<file path="src/rtl/imem_loader_pkg.sv">
// Shared types and constants for the IMEM boot loader.
package imem_loader_pkg;

    typedef enum logic [2:0] {
        IDLE,
        HDR_LO,
        HDR_HI,
        DATA,
        CSUM,
        DONE,
        ERR
    } state_t;

    localparam int HDR_BYTES      = 2;
    localparam int BYTES_PER_WORD = 4;
    localparam int COUNT_W        = 8 * HDR_BYTES;

    function automatic logic accepts_bytes(input state_t s);
        return (s == HDR_LO) || (s == HDR_HI) || (s == DATA) || (s == CSUM);
    endfunction

endpackage

</file>
<file path="src/rtl/imem_loader_byte_packer.sv">
// Packs bytes LSB-first into 32-bit words; emits a registered one-cycle word_valid.
module imem_loader_byte_packer
    import imem_loader_pkg::*;
(
    input  logic        clk,
    input  logic        rst,
    input  logic        i_clear,
    input  logic        i_shift,
    input  logic        i_last,
    input  logic [7:0]  i_byte,
    output logic        o_word_valid,
    output logic [31:0] o_word
);

    logic [23:0] r_shift;

    // r_shift keeps the three most recent bytes; the oldest ends up in [7:0].
    always_ff @(posedge clk or posedge rst) begin
        if (rst) begin
            r_shift      <= '0;
            o_word_valid <= 1'b0;
            o_word       <= '0;
        end else begin
            o_word_valid <= i_shift && i_last;
            if (i_clear) begin
                r_shift <= '0;
            end else if (i_shift) begin
                r_shift <= {i_byte, r_shift[23:8]};
                if (i_last)
                    o_word <= {i_byte, r_shift};
            end
        end
    end

endmodule

</file>
<file path="src/rtl/imem_loader.sv">
// Boot-time IMEM loader: header + LE words over valid/ready, core held until done.
// Optional build macro IMEM_LOADER_CHECKSUM_EN adds a trailing XOR checksum byte.
module imem_loader
    import imem_loader_pkg::*;
#(
    parameter int DEPTH  = 256,
    parameter int ADDR_W = 8
) (
    input  logic              clk,
    input  logic              rst,
    input  logic              start,
    input  logic              s_valid,
    input  logic [7:0]        s_data,
    output logic              s_ready,
    output logic              imem_we,
    output logic [ADDR_W-1:0] imem_waddr,
    output logic [31:0]       imem_wdata,
    output logic              core_hold,
    output logic              done,
    output logic              err
);

    state_t             r_state;
    logic [COUNT_W-1:0] r_count;
    logic [ADDR_W:0]    r_widx;
    logic [1:0]         r_bidx;
    logic [ADDR_W-1:0]  r_waddr;
    logic               r_done;
    logic               r_err;
    logic               r_hold;
`ifdef IMEM_LOADER_CHECKSUM_EN
    logic [7:0]         r_xor;
`endif

    logic               w_accept;
    logic               w_data_acc;
    logic               w_word_last;
    logic               w_final;
    logic               w_start_ok;
    logic [COUNT_W-1:0] w_hdr_count;
    logic               w_hdr_bad;

    assign s_ready     = accepts_bytes(r_state);
    assign w_accept    = s_valid && s_ready;
    assign w_data_acc  = w_accept && (r_state == DATA);
    assign w_word_last = w_data_acc && (r_bidx == 2'(BYTES_PER_WORD - 1));
    assign w_final     = w_word_last && ((COUNT_W'(r_widx) + COUNT_W'(1)) == r_count);
    assign w_start_ok  = start && ((r_state == IDLE) || (r_state == DONE) || (r_state == ERR));
    assign w_hdr_count = {s_data, r_count[7:0]};
    assign w_hdr_bad   = (w_hdr_count == '0) || (32'(w_hdr_count) > 32'(DEPTH));

    assign imem_waddr  = r_waddr;
    assign core_hold   = r_hold;
    assign done        = r_done;
    assign err         = r_err;

    imem_loader_byte_packer u_byte_packer (
        .clk          (clk),
        .rst          (rst),
        .i_clear      (w_start_ok),
        .i_shift      (w_data_acc),
        .i_last       (w_word_last),
        .i_byte       (s_data),
        .o_word_valid (imem_we),
        .o_word       (imem_wdata)
    );

    // done/core_hold update while sitting in DONE, i.e. one cycle after the
    // final write strobe, so IMEM is settled before the core leaves reset.
    always_ff @(posedge clk or posedge rst) begin
        if (rst) begin
            r_state <= IDLE;
            r_count <= '0;
            r_widx  <= '0;
            r_bidx  <= '0;
            r_waddr <= '0;
            r_done  <= 1'b0;
            r_err   <= 1'b0;
            r_hold  <= 1'b1;
`ifdef IMEM_LOADER_CHECKSUM_EN
            r_xor   <= '0;
`endif
        end else if (w_start_ok) begin
            r_state <= HDR_LO;
            r_count <= '0;
            r_widx  <= '0;
            r_bidx  <= '0;
            r_done  <= 1'b0;
            r_err   <= 1'b0;
            r_hold  <= 1'b1;
`ifdef IMEM_LOADER_CHECKSUM_EN
            r_xor   <= '0;
`endif
        end else begin
`ifdef IMEM_LOADER_CHECKSUM_EN
            if (w_accept && (r_state != CSUM))
                r_xor <= r_xor ^ s_data;
`endif
            case (r_state)
                HDR_LO: begin
                    if (w_accept) begin
                        r_count[7:0] <= s_data;
                        r_state      <= HDR_HI;
                    end
                end
                HDR_HI: begin
                    if (w_accept) begin
                        r_count[15:8] <= s_data;
                        r_widx        <= '0;
                        r_bidx        <= '0;
                        if (w_hdr_bad) begin
                            r_state <= ERR;
                            r_err   <= 1'b1;
                        end else begin
                            r_state <= DATA;
                        end
                    end
                end
                DATA: begin
                    if (w_accept) begin
                        r_bidx <= r_bidx + 2'd1;
                        if (w_word_last) begin
                            r_waddr <= r_widx[ADDR_W-1:0];
                            r_widx  <= r_widx + 1'b1;
                        end
                        if (w_final) begin
`ifdef IMEM_LOADER_CHECKSUM_EN
                            r_state <= CSUM;
`else
                            r_state <= DONE;
`endif
                        end
                    end
                end
                CSUM: begin
`ifdef IMEM_LOADER_CHECKSUM_EN
                    if (w_accept) begin
                        if (s_data == r_xor) begin
                            r_state <= DONE;
                        end else begin
                            r_state <= ERR;
                            r_err   <= 1'b1;
                        end
                    end
`else
                    r_state <= ERR;
                    r_err   <= 1'b1;
`endif
                end
                DONE: begin
                    r_done <= 1'b1;
                    r_hold <= 1'b0;
                end
                ERR: begin
                    r_err  <= 1'b1;
                    r_hold <= 1'b1;
                end
                default: r_state <= IDLE;
            endcase
        end
    end

endmodule
</file>
<file path="config.mk">
export PLATFORM = sky130hd
export DESIGN_NAME = imem_loader
export DESIGN_NICKNAME = d
export VERILOG_FILES = /design/src/rtl/imem_loader_pkg.sv /design/src/rtl/imem_loader_byte_packer.sv /design/src/rtl/imem_loader.sv
export SDC_FILE = /design/constraint.sdc
export NUM_CORES = 1
export LEC_CHECK = 0
export CAP_MARGIN = 25
export CORE_MARGIN = 2
export CORE_UTILIZATION = 40
export CTS_CLUSTER_SIZE = 12
export DETAILED_ROUTE_END_ITERATION = 12
export MAX_ROUTING_LAYER = met4
export PLACE_DENSITY_LB_ADDON = 0.3
export SYNTH_ARGS = -nofsm -noshare
export SYNTH_HDL_FRONTEND = slang
export SYNTH_SLANG_ARGS = --single-unit
</file>
<file path="constraint.sdc">
create_clock -name clk -period 8.1 [get_ports clk]
set_input_delay 2.025 -clock clk [delete_from_list [all_inputs] [get_ports clk]]
set_output_delay 2.025 -clock clk [all_outputs]
set_load 0.01 [all_outputs]
</file>
==> Yosys cells after proc, flatten, opt, wreduce, memory -nomap -nowiden <==
Cells that the tools add are included.
W data, S select, Z words.
{ "word_totals": {"inputBits": 12, "reg_bits": 98, "word_cells": 94} }
{ "classes": {"n_bitwise": 1, "add_sub_neg": 3, "n_mux": 30, "reduce_logical": 32, "eq_ne": 15, "n_lt_le_gt_ge": 1} }
{ "ops": {"columns": ["operator", "count"], "rows": [
  ["$mux W24", 2],
  ["$mux W9", 4],
  ["$mux W8", 3],
  ["$mux W3", 6],
  ["$pmux W9 S2", 1],
  ["$eq A10 B16 Y1", 1],
  ["$gt A16 B9 Y1 const B", 1],
  ["$logic_not A16 Y1", 1],
  ["$mux W16", 1],
  ["$ne A3 B2 Y1 const B", 5],
  ["$pmux W3 S5", 1],
  ["$add A9 B1 Y10 const B", 1],
  ["$reduce_bool A2 Y1", 5],
  ["$add A9 B1 Y9 const B", 1],
  ["$eq A3 B3 Y1 const B", 3],
  ["$reduce_and A3 Y1", 3],
  ["$reduce_bool A3 Y1", 3],
  ["$reduce_and A4 Y1", 2],
  ["$eq A3 B2 Y1 const B", 2],
  ["$logic_and A1 B1 Y1", 6],
  ["$logic_or A1 B1 Y1", 6],
  ["$mux W1", 6],
  ["$mux W2", 3],
  ["$reduce_and A5 Y1", 1],
  ["other kinds (11)", 14]
]} }

==> Logic depth before layout (Yosys ltp) <==
{ "depth": {"ltp_word": 12, "mapped_depth": 8} }

==> Hierarchy <==
Synthesis repeated with hierarchy kept, for this count alone.
{ "hier_totals": {"hier_cells": 409, "hier_area_um2": 4659.5} }
{ "modules_own_cells": {"columns": ["module", "area_each_um2", "instances", "cells_each", "seq_area_each_um2"], "rows": [
  ["imem_loader_byte_packer", 2334.7, 1, 149, 1426.4],
  ["imem_loader", 2324.7, 1, 260, 1027.2]
]} }

==> Worst setup path before layout <==
OpenSTA, ideal clock, no wires.
{ "synth_path": {"path_type": "in2reg", "from": "input port start", "to": "register r_widx[4]", "setup_time_ps": 129, "path_buffers": 2, "path_stages": 8, "t_required_ps": 7971, "slack_ps": 4684, "t_arrival_ps": 3287, "path_cell_list": "clkbuf_1 > nor2b_1 > a21o_1 > a21oi_1 > a21o_1 > clkbuf_1 > o21ai_0 > o31ai_1"} }
{ "synth_via": {"elab_chain_cells": 3, "elab_cells_between_ends": 7, "cone_classes": "3 x eq/ne; 1 x mux; 3 x reduce/logical"} }
{ "synth_rtl": {"columns": ["item", "line", "rtl"], "rows": [
  ["start, declared", "imem_loader.sv:11", "input logic start,"],
  ["$logic_and A1 B1 Y1 (*)", "imem_loader.sv:48", "assign w_start_ok = start && ((r_state == IDLE) || (r_state == DONE) || (r_state == ERR));"],
  ["$ne A3 B1 Y1 (no source line) (tied with other cells)", null, null],
  ["$reduce_and A4 Y1 (no source line)", null, null],
  ["end signal, assigned", "imem_loader.sv:124", "r_widx <= r_widx + 1'b1;"],
  ["end, declared", "imem_loader.sv:25", "logic [ADDR_W:0] r_widx;"]
]} }
Mark *: on every way between the ends. The rest lies on a longest branch, timed or not.
A chain may end at the register's enable or synchronous reset.

==> Worst setup path after layout <==
{ "layout_path": {"from": "register r_state[1]", "to": "output port s_ready"} }
{ "layout_via": {"elab_chain_cells": 4, "elab_cells_between_ends": 7, "cone_classes": "4 x eq/ne; 3 x reduce/logical"} }
{ "layout_rtl": {"columns": ["item", "line", "rtl"], "rows": [
  ["start, declared", "imem_loader.sv:23", "state_t r_state;"],
  ["start signal, assigned", "imem_loader.sv:72", "r_state <= IDLE;"],
  ["start signal, assigned", "imem_loader.sv:84", "r_state <= HDR_LO;"],
  ["start signal, assigned", "imem_loader.sv:103", "r_state <= HDR_HI;"],
  ["$eq A3 B1 Y1 / $eq A3 B2 Y1 (equally long branches)", "imem_loader_pkg.sv:19", "return (s == HDR_LO) || (s == HDR_HI) || (s == DATA) || (s == CSUM);"],
  ["$logic_or A1 B1 Y1 (2 in series)", "imem_loader_pkg.sv:19", null],
  ["$logic_or A1 B1 Y1 (*)", "imem_loader_pkg.sv:19", null],
  ["end, declared", "imem_loader.sv:14", "output logic s_ready,"]
]} }
Marked as above.

==> results.sh <==
export IMPL_rsz0062_at_grt="no"
export IMPL_tns_ns=0
export IMPL_worstHoldEndpoint="u_byte_packer.o_word[7]"
export IMPL_cap_violations=0
export IMPL_drc_errors=0
export IMPL_skew_ns=0.0122
export IMPL_totalPowerFinal_mw=1.48
export IMPL_floorplan_initialDensity_pct=41.0
export IMPL_startpoint="r_state[1]"
export IMPL_avgRoutedWirePerCell_microns=14.2
export IMPL_via_per_inst=5.11
export IMPL_area_growth_pct=19.0
export IMPL_reg2reg_to="r_state[2]"
export IMPL_cts_hold_buf=0
export IMPL_ys_flop_type="dfrtp_1"
export IMPL_min_path_cells=2
export IMPL_async_reset_ff_share_pct=100
export IMPL_synth_cells=499
export IMPL_synth_seq_area_share_pct=55.0
export IMPL_final_setup_viol_count=0
export IMPL_syn_area_sq_mm=0.00446
export IMPL_die_area_sq_mm=0.0120
export IMPL_ctsResizeCount=0
export IMPL_final_cell_mix="201 x nand2_1, 97 x dfrtp_1, 56 x clkdlybuf4s50_1"
export IMPL_report_final_hold_viol_count=0
export IMPL_cts_buffer_depth=2
export IMPL_yosysUniqueCellTypes=49
export IMPL_arrival_ns=1.96
export IMPL_synth_warning_count=0
export IMPL_relSlewSlack_pct=37.4
export IMPL_p_int_uw=941
export IMPL_cts_tree="built"
export IMPL_root_buffer="clkbuf_8"
export IMPL_reg2reg_from="r_state[1]"
export IMPL_antenna_found_initial=0
export IMPL_hold_start="u_byte_packer.r_shift[7]"
export IMPL_synth_nets=513
export IMPL_switching_share_pct=36.3
export IMPL_post_cts_buffers=0
export IMPL_fin_crit_ns=3.99
export IMPL_p_sw_uw=537
export IMPL_synth_edff_count=0
export IMPL_reg2reg_depth=6
export IMPL_numPortBuffers=56
export IMPL_dp_hpwl_microns=6340
export IMPL_path_max_fanout=19
export IMPL_vdd_drop_max_mv=0.207
export IMPL_power_density_mw_per_mm2=278
export IMPL_outcome="finished clean"
export IMPL_drtPass1Iterations=4
export IMPL_slew_viol_final=0
export IMPL_overflow=0
export IMPL_vias=3498
export IMPL_grt_max_degree=82
export IMPL_clkPwrFrac_pct=20.1
export IMPL_first_iter_violations=218
export IMPL_synth_top_area_share_pct=54.4
export IMPL_final_core_util_pct=48.8
export IMPL_antenna_left=0
export IMPL_clk_pin_slew_ns=0.10
export IMPL_seqPwrFrac_pct=49.1
export IMPL_p_comb_share_pct=30.8
export IMPL_grt_pass1_wl_microns=16600
export IMPL_hp_class="reg -> reg"
export IMPL_cts_buffers=9
export IMPL_num_rows=38
export IMPL_ioPinCount=57
export IMPL_max_slew_worst_pin_slew_ns=0.937
export IMPL_drive_gt1_share_pct=6.25
export IMPL_place_congestion=0.881
export IMPL_die_w_microns=110
export IMPL_crit_type="reg -> out"
export IMPL_grt_pass1_vias=3319
export IMPL_ys_ff_latch=98
export IMPL_core_area_sq_mm=0.0109
export IMPL_drt_wl_total_microns=9700
export IMPL_htreeDepth=3
export IMPL_syn_avg_cell_area_sq_um=8.95
export IMPL_post_route_period_util_pct=49.2
export IMPL_cellLeakagePower_nw=2.45
export IMPL_mostFrequentLayoutCell="nand2_1"
export IMPL_synth_top_cells_by_area="dfrtp_1 54%, nand2_1 17%, a21oi_1 5.0%"
export IMPL_diodes=0
export IMPL_end_kind="primary output"
export IMPL_layout_nets=553
export IMPL_cp_required_ns=6.08
export IMPL_grt_use_total_pct=18.2
export IMPL_synth_top_area_cell="dfrtp_1"
export IMPL_clkSinkCount=98
export IMPL_die_h_microns=110
export IMPL_start_kind="register"
export IMPL_rrSetupSlack_ns=5.24
export IMPL_max_freq_mhz=251
export IMPL_clock_latency_ns=0.37
-- state kept, by name (all words and copies together), names as in the netlist, 2 cells and up --
register and flops:
u_byte_packer.o_word 32, u_byte_packer.r_shift 24, r_count 16, r_widx 9
imem_waddr 8, r_state 3, r_bidx 2
-- through the flow --
step / cells / hold slack [ns] / setup slack (ns) / cell area (sq um)
floorplan: 499 / 0.439 / 3.51 / 4460
global placement: 666 / 0.454 / 3.34 / 5080
detailed placement: 667 / 0.455 / 3.73 / 5100
CTS: 683 / 0.479 / 4.11 / 5290
global route: 684 / 0.510 / 3.96 / 5310
finish: 684 / 0.474 / 4.11 / 5310
-- power groups by stage --
stage | registers, mW | clock network (mW) | logic [mW]
final | 0.727 | 0.297 | 0.455
after global routing | 0.746 | 0.329 | 0.513
after CTS | 0.726 | 0.303 | 0.457
after detailed placement | 0.735 | 0 | 0.453
after global placement | 0.733 | 0 | 0.445
after floorplan | 0.695 | 0 | 0.337
-- Yosys cell counts, types with 3 or more instances --
master,count
nand2_1,201
dfrtp_1,97
a21oi_1,45
clkbuf_1,22
o21ai_0,18
nor2_1,12
a22o_1,9
xnor2_1,9
buf_2,6
nand3_1,6
and3_1,5
nor2b_1,5
xor2_1,5
nor3_1,4
o31ai_1,4
inv_1,3
nand4_1,3
nor3b_1,3
nor4_1,3
o21ai_1,3
or4_4,3
-- kinds of logic (layout without fill, tap and decap cells) --
group	after synthesis	in the layout	share of synthesized area [%]
AOI/OAI and AO/OA	89	89	12.2
xor gates and xnor gates	16	16	3.62
adders and majority gates	2	2	0.560
buffers and inverters	35	80	3.36
DFF	98	98	55.0
muxes	1	1	0.224
and+or+nand+nor	258	258	25.1
-- worst max-delay path by stage --
stage                      end  slack [ns]
floorplan                 done        3.51
global placement     r_widx[8]        3.34
detailed placement  r_state[2]        3.73
CTS                 r_state[2]        4.11
global route        r_state[2]        3.96
finish                 s_ready        4.11
-- routing by layer --
layer / vias up / global-route usage, % / share of wire [%]
met5: - / - / 0
met4: 0 / 6.33 / 1.5
met3: 14 / 2.73 / 5.0
met2: 109 / 26.2 / 45
met1: 1658 / 26.4 / 48
li1: 1717 / - / -
-- critical path, cell delays in order, from the launching register on --
cell	delay (ns)
dfrtp_1	0.73
nor2_1	0.13
xnor2_1	0.17
clkdlybuf4s50_1	0.56
-- cell type report --
| type | count | area (sq um) |
|---|---|---|
| timing repair buffer | 60 | 623 |
| sequential | 98 | 2450 |
| multi-input combinational | 366 | 1860 |
| fill | 1052 | 5580 |
| inverter | 4 | 17.5 |
| clock buffer | 9 | 124 |
| clock inverter | 7 | 58.8 |
| tap | 140 | 175 |
Note: power is estimated with default switching activity, not from simulation.
